$ cat src/rtl/haar_rect_sum_if.sv
// Request, integral-image read and result signals of haar_rect_sum.
// The rect_weight signal exists only when RECT_WEIGHT_EN is defined.
interface haar_rect_sum_if #(
  parameter int DATA_W = 20,
`ifdef RECT_WEIGHT_EN
  parameter int SUM_W  = DATA_W + 5
`else
  parameter int SUM_W  = DATA_W + 2
`endif
);
  logic                     req_valid;
  logic                     req_ready;
  logic [7:0]               rect_x;
  logic [6:0]               rect_y;
  logic [7:0]               rect_w;
  logic [6:0]               rect_h;
`ifdef RECT_WEIGHT_EN
  logic signed [2:0]        rect_weight;
`endif
  logic                     rd_en;
  logic [14:0]              rd_addr;
  logic [DATA_W-1:0]        data_in;
  logic                     sum_valid;
  logic signed [SUM_W-1:0]  sum;
  logic                     rect_err;

  modport master (
`ifdef RECT_WEIGHT_EN
    output rect_weight,
`endif
    output req_valid, rect_x, rect_y, rect_w, rect_h, data_in,
    input  req_ready, rd_en, rd_addr, sum_valid, sum, rect_err
  );

  modport slave (
`ifdef RECT_WEIGHT_EN
    input  rect_weight,
`endif
    input  req_valid, rect_x, rect_y, rect_w, rect_h, data_in,
    output req_ready, rd_en, rd_addr, sum_valid, sum, rect_err
  );
endinterface

$ cat src/rtl/haar_rect_sum.sv
// Rectangle-sum fetch engine: reads up to four integral-image corners and returns D - B - C + A.
// Define RECT_WEIGHT_EN to scale the result by a signed 3-bit rect_weight latched on accept.
module haar_rect_sum #(
  parameter int IMG_W      = 160,
  parameter int IMG_H      = 120,
  parameter int DATA_W     = 20,
  parameter int RD_LATENCY = 2,
`ifdef RECT_WEIGHT_EN
  parameter int SUM_W      = DATA_W + 5
`else
  parameter int SUM_W      = DATA_W + 2
`endif
) (
  input  logic           clk,
  input  logic           rst,
  haar_rect_sum_if.slave bus
);

  typedef enum logic [2:0] {StIdle, StIssue, StDrain, StDone, StErr} state_e;

  state_e                  r_state, w_state_nxt;
  logic [7:0]              r_x, r_w;
  logic [6:0]              r_y, r_h;
  logic [1:0]              r_slot;
  logic [2:0]              r_drain;
  logic [RD_LATENCY-1:0]   r_tag_used, r_tag_neg;
  logic signed [SUM_W-1:0] r_acc, r_sum;

  logic                    w_accept, w_bad, w_issue, w_used, w_neg, w_rd;
  logic [7:0]              w_col_lo, w_col_hi, w_col;
  logic [6:0]              w_row_lo, w_row_hi, w_row;
  logic [14:0]             w_addr;
  logic signed [SUM_W-1:0] w_data_ext, w_final;

`ifdef RECT_WEIGHT_EN
  logic signed [2:0]       r_weight;
  logic signed [SUM_W-1:0] w_weight_ext;
  assign w_weight_ext = {{(SUM_W-3){r_weight[2]}}, r_weight};
  assign w_final      = r_acc * w_weight_ext;
`else
  assign w_final      = r_acc;
`endif

  assign w_accept = (r_state == StIdle) && bus.req_valid;
  assign w_bad    = (bus.rect_w == 8'd0) || (bus.rect_h == 7'd0) ||
                    (({1'b0, bus.rect_x} + {1'b0, bus.rect_w}) > 9'(IMG_W)) ||
                    (({1'b0, bus.rect_y} + {1'b0, bus.rect_h}) > 8'(IMG_H));

  assign w_col_lo = r_x - 8'd1;
  assign w_col_hi = r_x + r_w - 8'd1;
  assign w_row_lo = r_y - 7'd1;
  assign w_row_hi = r_y + r_h - 7'd1;

  // Slot order A, B, C, D; corners on the x=0 column or y=0 row are skipped.
  always_comb begin
    w_used = 1'b0;
    w_neg  = 1'b0;
    w_col  = w_col_hi;
    w_row  = w_row_hi;
    unique case (r_slot)
      2'd0: begin w_used = (r_x != 8'd0) && (r_y != 7'd0); w_col = w_col_lo; w_row = w_row_lo; end
      2'd1: begin w_used = (r_y != 7'd0); w_neg = 1'b1; w_row = w_row_lo; end
      2'd2: begin w_used = (r_x != 8'd0); w_neg = 1'b1; w_col = w_col_lo; end
      default: w_used = 1'b1;
    endcase
  end

  assign w_issue     = (r_state == StIssue);
  assign w_rd        = w_issue && w_used && !rst;
  assign w_addr      = 15'(w_row) * 15'(IMG_W) + 15'(w_col);
  assign bus.rd_en   = w_rd;
  assign bus.rd_addr = w_rd ? w_addr : 15'd0;
  assign w_data_ext  = {{(SUM_W-DATA_W){1'b0}}, bus.data_in};

  always_ff @(posedge clk) begin
    if (rst) r_state <= StIdle;
    else     r_state <= w_state_nxt;
  end

  always_comb begin
    w_state_nxt   = r_state;
    bus.req_ready = 1'b0;
    bus.sum_valid = 1'b0;
    bus.rect_err  = 1'b0;
    bus.sum       = r_sum;
    unique case (r_state)
      StIdle: begin
        bus.req_ready = 1'b1;
        if (bus.req_valid) w_state_nxt = w_bad ? StErr : StIssue;
      end
      StIssue: if (r_slot == 2'd3) w_state_nxt = StDrain;
      StDrain: if (r_drain == 3'(RD_LATENCY - 1)) w_state_nxt = StDone;
      StDone: begin
        bus.sum_valid = 1'b1;
        bus.sum       = w_final;
        w_state_nxt   = StIdle;
      end
      StErr: begin
        bus.sum_valid = 1'b1;
        bus.rect_err  = 1'b1;
        bus.sum       = '0;
        w_state_nxt   = StIdle;
      end
      default: w_state_nxt = StIdle;
    endcase
    if (rst) begin
      bus.req_ready = 1'b0;
      bus.sum_valid = 1'b0;
      bus.rect_err  = 1'b0;
      bus.sum       = '0;
    end
  end

  always_ff @(posedge clk) begin
    if (rst) begin
      r_x <= '0; r_y <= '0; r_w <= '0; r_h <= '0;
      r_slot     <= '0;
      r_drain    <= '0;
      r_tag_used <= '0;
      r_tag_neg  <= '0;
      r_acc      <= '0;
      r_sum      <= '0;
`ifdef RECT_WEIGHT_EN
      r_weight   <= '0;
`endif
    end else begin
      // Tag pipe lines each slot's {used, sign} up with its returning data word.
      r_tag_used[0] <= w_issue && w_used;
      r_tag_neg[0]  <= w_neg;
      for (int i = 1; i < RD_LATENCY; i++) begin
        r_tag_used[i] <= r_tag_used[i-1];
        r_tag_neg[i]  <= r_tag_neg[i-1];
      end
      if (r_tag_used[RD_LATENCY-1]) begin
        r_acc <= r_tag_neg[RD_LATENCY-1] ? (r_acc - w_data_ext) : (r_acc + w_data_ext);
      end
      if (w_issue) begin
        r_slot  <= r_slot + 2'd1;
        r_drain <= '0;
      end
      if (r_state == StDrain) r_drain <= r_drain + 3'd1;
      if (r_state == StDone)  r_sum   <= w_final;
      if (r_state == StErr)   r_sum   <= '0;
      if (w_accept) begin
        r_x    <= bus.rect_x;
        r_y    <= bus.rect_y;
        r_w    <= bus.rect_w;
        r_h    <= bus.rect_h;
        r_slot <= '0;
        r_acc  <= '0;
`ifdef RECT_WEIGHT_EN
        r_weight <= bus.rect_weight;
`endif
      end
    end
  end

endmodule

$ cat src/flat_wrapper.sv
// flat-port wrapper written by rule: the top's interface ports become plain ports
module haar_rect_sum_flat 
#(
  parameter int IMG_W      = 160,
  parameter int IMG_H      = 120,
  parameter int DATA_W     = 20,
  parameter int RD_LATENCY = 2,

  parameter int SUM_W      = DATA_W + 2

)
  (clk, rst, bus_req_valid, bus_rect_x, bus_rect_y, bus_rect_w, bus_rect_h, bus_data_in, bus_req_ready, bus_rd_en, bus_rd_addr, bus_sum_valid, bus_sum, bus_rect_err);
  haar_rect_sum_if #(.DATA_W(DATA_W), .SUM_W(SUM_W)) bus_i ();
  input  logic clk;
  input  logic rst;
  input wire logic [$bits(bus_i.req_valid)-1:0] bus_req_valid;
  input wire logic [$bits(bus_i.rect_x)-1:0] bus_rect_x;
  input wire logic [$bits(bus_i.rect_y)-1:0] bus_rect_y;
  input wire logic [$bits(bus_i.rect_w)-1:0] bus_rect_w;
  input wire logic [$bits(bus_i.rect_h)-1:0] bus_rect_h;
  input wire logic [$bits(bus_i.data_in)-1:0] bus_data_in;
  output wire logic [$bits(bus_i.req_ready)-1:0] bus_req_ready;
  output wire logic [$bits(bus_i.rd_en)-1:0] bus_rd_en;
  output wire logic [$bits(bus_i.rd_addr)-1:0] bus_rd_addr;
  output wire logic [$bits(bus_i.sum_valid)-1:0] bus_sum_valid;
  output wire logic [$bits(bus_i.sum)-1:0] bus_sum;
  output wire logic [$bits(bus_i.rect_err)-1:0] bus_rect_err;
  assign bus_i.req_valid = bus_req_valid;
  assign bus_i.rect_x = bus_rect_x;
  assign bus_i.rect_y = bus_rect_y;
  assign bus_i.rect_w = bus_rect_w;
  assign bus_i.rect_h = bus_rect_h;
  assign bus_i.data_in = bus_data_in;
  assign bus_req_ready = bus_i.req_ready;
  assign bus_rd_en = bus_i.rd_en;
  assign bus_rd_addr = bus_i.rd_addr;
  assign bus_sum_valid = bus_i.sum_valid;
  assign bus_sum = bus_i.sum;
  assign bus_rect_err = bus_i.rect_err;
  haar_rect_sum #(.IMG_W(IMG_W), .IMG_H(IMG_H), .DATA_W(DATA_W), .RD_LATENCY(RD_LATENCY), .SUM_W(SUM_W)) u_core (.clk(clk), .rst(rst), .bus(bus_i));
endmodule
$ cat config.mk
export PLATFORM = sky130hd
export DESIGN_NAME = haar_rect_sum_flat
export DESIGN_NICKNAME = d
export VERILOG_FILES = /design/src/rtl/haar_rect_sum_if.sv /design/src/rtl/haar_rect_sum.sv /design/src/flat_wrapper.sv
export SDC_FILE = /design/constraint.sdc
export NUM_CORES = 1
export LEC_CHECK = 0
export CAP_MARGIN = 20
export CORE_MARGIN = 2
export CORE_UTILIZATION = 35
export CTS_CLUSTER_DIAMETER = 150
export CTS_CLUSTER_SIZE = 16
export DETAILED_ROUTE_END_ITERATION = 7
export GPL_ROUTABILITY_DRIVEN = 0
export PLACE_DENSITY = 0.56
export SYNTH_ARGS = -nofsm -noshare
export SYNTH_HDL_FRONTEND = slang
export SYNTH_SLANG_ARGS = --single-unit
$ cat constraint.sdc
create_clock -name clk -period 5.6 [get_ports clk]
set_clock_uncertainty 0.2 [all_clocks]
set_input_delay 0.56 -clock clk [delete_from_list [all_inputs] [get_ports clk]]
set_output_delay 0.56 -clock clk [all_outputs]
set_load 0.01 [all_outputs]
# Word level (Yosys, flattened, before mapping)

Index checks and enable logic that the tools add are counted.

Register bits after elaboration: 86
Input bits: 53
Output and inout port bits: 41

Reduce and logical (&&, ||, !) cells: 22
Multiplexer cells: 21
Equal/unequal tests: 11
$lt $le $gt $ge: 2
$add $sub $neg: 13
Multiply operators: 1

Operators by type and width:

| kind                                                                            | number |
|---|---|
| 22-bit two-way mux                                                              | 2 |
| 22-bit case mux with 2 select lines                                             | 1 |
| 22-bit by 21-bit adder with 22-bit output                                       | 1 |
| 22-bit by 21-bit subtractor with 22-bit output                                  | 1 |
| 3-bit two-way mux                                                               | 6 |
| 8-bit by 1-bit subtractor with 8-bit output, second input constant              | 2 |
| 15-bit by 8-bit adder with 15-bit output                                        | 1 |
| 15-bit two-way mux                                                              | 1 |
| 7-bit by 1-bit subtractor with 7-bit output, second input constant              | 2 |
| 2-bit OR reduction                                                              | 6 |
| 7-bit by 3-bit multiplier with 10-bit output, second input constant             | 1 |
| 8-bit by 8-bit adder with 9-bit output                                          | 1 |
| 9-bit by 8-bit greater-than comparator with 1-bit output, second input constant | 1 |
| 3-bit case mux with 3 select lines                                              | 1 |
| 7-bit by 7-bit adder with 8-bit output                                          | 1 |
| 8-bit adder                                                                     | 1 |
| 8-bit by 7-bit greater-than comparator with 1-bit output, second input constant | 1 |
| 8-bit logical NOT                                                               | 1 |
| 8-bit two-way mux                                                               | 1 |
| 8-bit nonzero test                                                              | 1 |
| 7-bit adder                                                                     | 1 |
| 7-bit logical NOT                                                               | 1 |
| 1-bit two-way mux                                                               | 7 |
| 7-bit two-way mux                                                               | 1 |
| other kinds (18)                                                                | 27 |

# Logic depth before layout (Yosys ltp)

Gate-level depths: netlist of the first run.

Depth in word-level cells: 7
Gate-level depth with buffers: 20
Depth with buffers taken out: 20

# Worst setup path after synthesis of the first run

OpenSTA, ideal clock, no wires.

Path kind: register to output
Start: register u_core.r_x[1]
End: output bus_rd_addr[14]
Slack: 1.075 ns
Cell stages (with the launch flop): 20
Data arrival time: 3.765 ns
Required time: 4.840 ns
Path through: dfxtp_1 inv_1 ha_1 inv_1 ha_1 fa_1 a21o_1 a21oi_1 o21bai_1 a21oi_1 xnor2_1 a21oi_1 xnor2_1 ha_1 a21oi_1 nor3b_1 and3_1 nand2_1 or3_1 a21oi_1

Word-level cells in the longest chain between the ends: 6
Elaborated cells between the ends (all ways): 11
Those cells by class: 4 x add/sub; 3 x mux; 4 x reduce/logical

RTL lines:

| element                                                                                          | line                 | text |
|---|---|---|
| start: declaration                                                                               | haar_rect_sum.sv:22  | `logic [7:0] r_x, r_w;` |
| start signal: assignment                                                                         | haar_rect_sum.sv:145 | `r_x <= bus.rect_x;` |
| parallel branches: the longest is 5 deep, another holds 15-bit by 8-bit adder with 15-bit output | --                   |  |
| 15-bit two-way mux (*)                                                                           | haar_rect_sum.sv:72  | `assign bus.rd_addr = w_rd ? w_addr : 15'd0;` |
| end: declaration                                                                                 | flat_wrapper.sv:24   | `output wire logic [$bits(bus_i.rd_addr)-1:0] bus_rd_addr;` |

Every way passes the cells marked *.

# Final worst setup path of the first run

Start: register u_core.r_x[1]
End: output bus_rd_addr[12]

Same word-level chain as after synthesis.

==> results of run 1 <==
[repair_timing]
action	4_1_cts	5_1_grt
buffers inserted	0	1
gates resized for setup	3	12
endpoints found under the setup margin	1	4
pin swaps	0	1
endpoints found under the hold margin	0	0
gates cloned	0	0
[per-layer routing]
metal,GRT usage (%),vias to the layer above,routed length [um]
met5,0,-,0
met4,5.39,0,362
met3,2.44,25,559
met2,26.0,92,7520
met1,23.5,2883,9020
li1,-,3375,-
[report_power, final]
part / internal [W] / switching, W / total (W) / leakage, nW
combinational: 0.000437 / 0.000499 / 0.000936 / 2.64
sequential: 0.000634 / 0.0000246 / 0.000658 / 0.699
clock: 0.000347 / 0.000266 / 0.000614 / 0.142
total: 0.00142 / 0.000790 / 0.00221 / 3.48
[registers in the layout, summed over array words and instances (netlist names)]
signal	cells
u_core.r_acc	22
u_core.r_sum	22
u_core.r_w	8
u_core.r_x	8
u_core.r_h	7
u_core.r_y	7
u_core.r_drain	3
u_core.r_state	3
u_core.r_slot	2
u_core.r_tag_neg	2
u_core.r_tag_used	2
[critical path: stages, from the launching register on]
cell and delay (ns):
dfxtp_2 0.36, inv_1 0.08, ha_1 0.28, inv_1 0.04, ha_1 0.22, fa_1 0.42
a21o_1 0.19, a21oi_2 0.17, o21bai_1 0.08, a21oi_1 0.17, xnor2_1 0.13, a21oi_1 0.10
xnor2_1 0.17, ha_1 0.34, a21oi_1 0.25, nor3b_2 0.09, and3_1 0.22, xnor2_1 0.13
nor2_1 0.10, clkdlybuf4s50_1 0.56
[cells by family after synthesis]
| logic type | synth area share (%) |
|---|---|
| AND/OR/NAND/NOR | 20.6 |
| AO/OA/AOI/OAI | 21.6 |
| buffers and inverters | 6.52 |
| adder cells (fa/ha/maj) | 16.8 |
| flip-flops | 24.3 |
| XOR/XNOR | 8.71 |
| multiplexers | 1.55 |
[synthesized netlist by cell type, types with 5 or more instances]
cell and number:
dfxtp_1 86, a21oi_1 129, o21ai_0 33, ha_1 84, a31oi_1 5, a211oi_1 12
o31ai_1 7, nor2b_1 10, inv_1 83, o21a_1 5, nor4_1 8, mux2i_1 11
clkbuf_1 29, xor2_1 20, nand3b_1 7, nor2_1 78, nor3_1 18, fa_1 7
nor3b_1 5, nand3_1 16, a21o_1 18, xnor2_1 48, nand2_1 133, and2_1 6
nand2b_1 7, o21bai_1 5, and3_1 5
[final timing paths]
check                                            end  slack (ns)  cells past startpoint
worst max register to register      u_core.r_acc[21]        1.92                     11
worst min register to register  u_core.r_tag_used[1]        0.24                      1
worst max-delay path                 bus_rd_addr[12]        0.40                     19
worst min-delay path            u_core.r_tag_used[1]        0.24                      1
[placed cells by master (no fill, tap or decap), types with 5 or more instances in the layout]
cell type / n
nor2_1: 78
clkbuf_16: 9
nand3b_1: 7
xor2_1: 20
nand3_1: 16
o21ai_0: 32
nor2b_1: 10
o21a_1: 5
o31ai_1: 7
and2_1: 6
nor4_1: 8
nand2_1: 133
o21bai_1: 5
fa_1: 7
a211oi_1: 12
mux2i_1: 11
a21oi_1: 125
dfxtp_1: 84
nand2b_1: 7
nor3_1: 18
a21oi_2: 6
inv_1: 83
buf_4: 6
ha_1: 84
clkdlybuf4s50_1: 90
xnor2_1: 47
a21o_1: 18
and3_1: 5
a31oi_1: 5
[area by class of cell]
type	count	area (um2)	area share [%]
repair buffers	99	968	11.3
multi-input cells	734	4950	57.6
flip-flops and latches	86	1720	20.1
clock inverters	7	72.6	0.844
clock buffers	9	225	2.62
well taps	270	338	3.93
inverters	84	315	3.67
[metrics by stage]
stage               util, %  total power, W  hold slack, ns
floorplan                 -         0.00135           0.214
global placement       41.2         0.00157           0.220
detailed placement     41.2         0.00158           0.229
CTS                    42.7         0.00221           0.244
global route           42.9         0.00238           0.261
finish                 42.9         0.00221           0.238
==> results_dict.tcl, run 1 <==
set metrics [dict create \
    status "completed" \
    fin_nets 1158 \
    ys_seq_elements 86 \
    synth_cell_type_count 72 \
    async_flop_share_pct 0 \
    worstSetupPathType "reg -> out" \
    rr_startpoint "u_core.r_tag_neg[1]" \
    synthCells 939 \
    diodes 0 \
    ant_nets 0 \
    drt-pass1-iter-count 6 \
    path_clk_slew_ns 0.07 \
    drt-total-wl_um 17500 \
    fp.coreArea_um2 20000 \
    fmax_ghz 0.192 \
    wl_per_cell_um 13.5 \
    cellPowerDensity_nw_per_um2 257 \
    die_x_um 146 \
    cts_tree "done" \
    worst_slew_pin_slew_ns 1.00 \
    ios 94 \
    irDropWorstVdd_uv 139 \
    rows 52 \
    dp_cells 1272 \
    drive_above_1_share_pct 5.10 \
    fin_area_um2 8600 \
    critPathLaunch "u_core.r_x[1]" \
    cp_data_arrival_time_ns 4.44 \
    cp.required_ns 4.84 \
    first_iter_violations 365 \
    synth_edf_count 0 \
    die_h_um 146 \
    ys_top_cells_by_area "dfxtp_1 24%, ha_1 15%, a21oi_1 9.1%" \
    worst_hold_startpoint "u_core.r_tag_used[0]" \
    finalHoldViolations 0 \
    cts_num_sinks 86 \
    period_needed_ns 5.20 \
    cts_hold_buffers 0 \
    grt_max_degree 50 \
    critPathCaptureType "output port" \
    cts_max_level 3 \
    fin_ws_ns 0.398 \
    overflow 0 \
    setup_viol 0 \
    placed_area_um2 8260 \
    fin_cells 1289 \
    cp-start-kind "flip-flop" \
    hpwl_um 13600 \
    cts_made_buffers 9 \
    relSlewSlack_pct 33.2 \
    synth_top_area_share_pct 24.3 \
    grt_pass1_wl_um 29500 \
    dr_total_vias 6375 \
    portBuffers 93 \
    path_max_fanout 5 \
    syn_area_per_cell_um2 7.56 \
    cts_buffer_depth 2 \
    syn_to_final_growth_pct 21.1 \
    grt_use_total_pct 16.6 \
    drc 0 \
    syn_area_um2 7100 \
    cts_root_buf "clkbuf_16" \
    drv_cap 0 \
    p_leak_nw 3.48 \
    fin_setup_tns_ns 0 \
    slew_violations 0 \
    fillers 2151 \
    fin_crit_sh_pct 92.9 \
    fp.dieArea_um2 21400 \
    grt_setup_unrepaired "no" \
    dp_slack_ns 0.266 \
    hold_path.class "reg -> reg" \
    yosysSeqAreaShare_pct 24.3 \
    grt_pass1_vias 6177 \
    syn_nets 1083 \
    synth-warning-count 0 \
    synth_top_area_cell "dfxtp_1" \
    start_util_pct 35.4 \
    clk_latency_ns 0.35 \
    vias_per_cell 4.95 \
    synthFlopType "dfxtp_1" \
    antenna_found_initial 0 \
]
(Power assumes the default switching activity.)
==> inputs of run 2 (changes only) <==
--- a/config.mk
+++ b/config.mk
@@ -13,6 +13,7 @@
 export DETAILED_ROUTE_END_ITERATION = 7
 export GPL_ROUTABILITY_DRIVEN = 0
 export PLACE_DENSITY = 0.56
+export SKIP_LAST_GASP = 1
 export SYNTH_ARGS = -nofsm -noshare
 export SYNTH_HDL_FRONTEND = slang
 export SYNTH_SLANG_ARGS = --single-unit
==> results of run 2 <==
Final layout, timing and power as in run 1 (identical DEF).
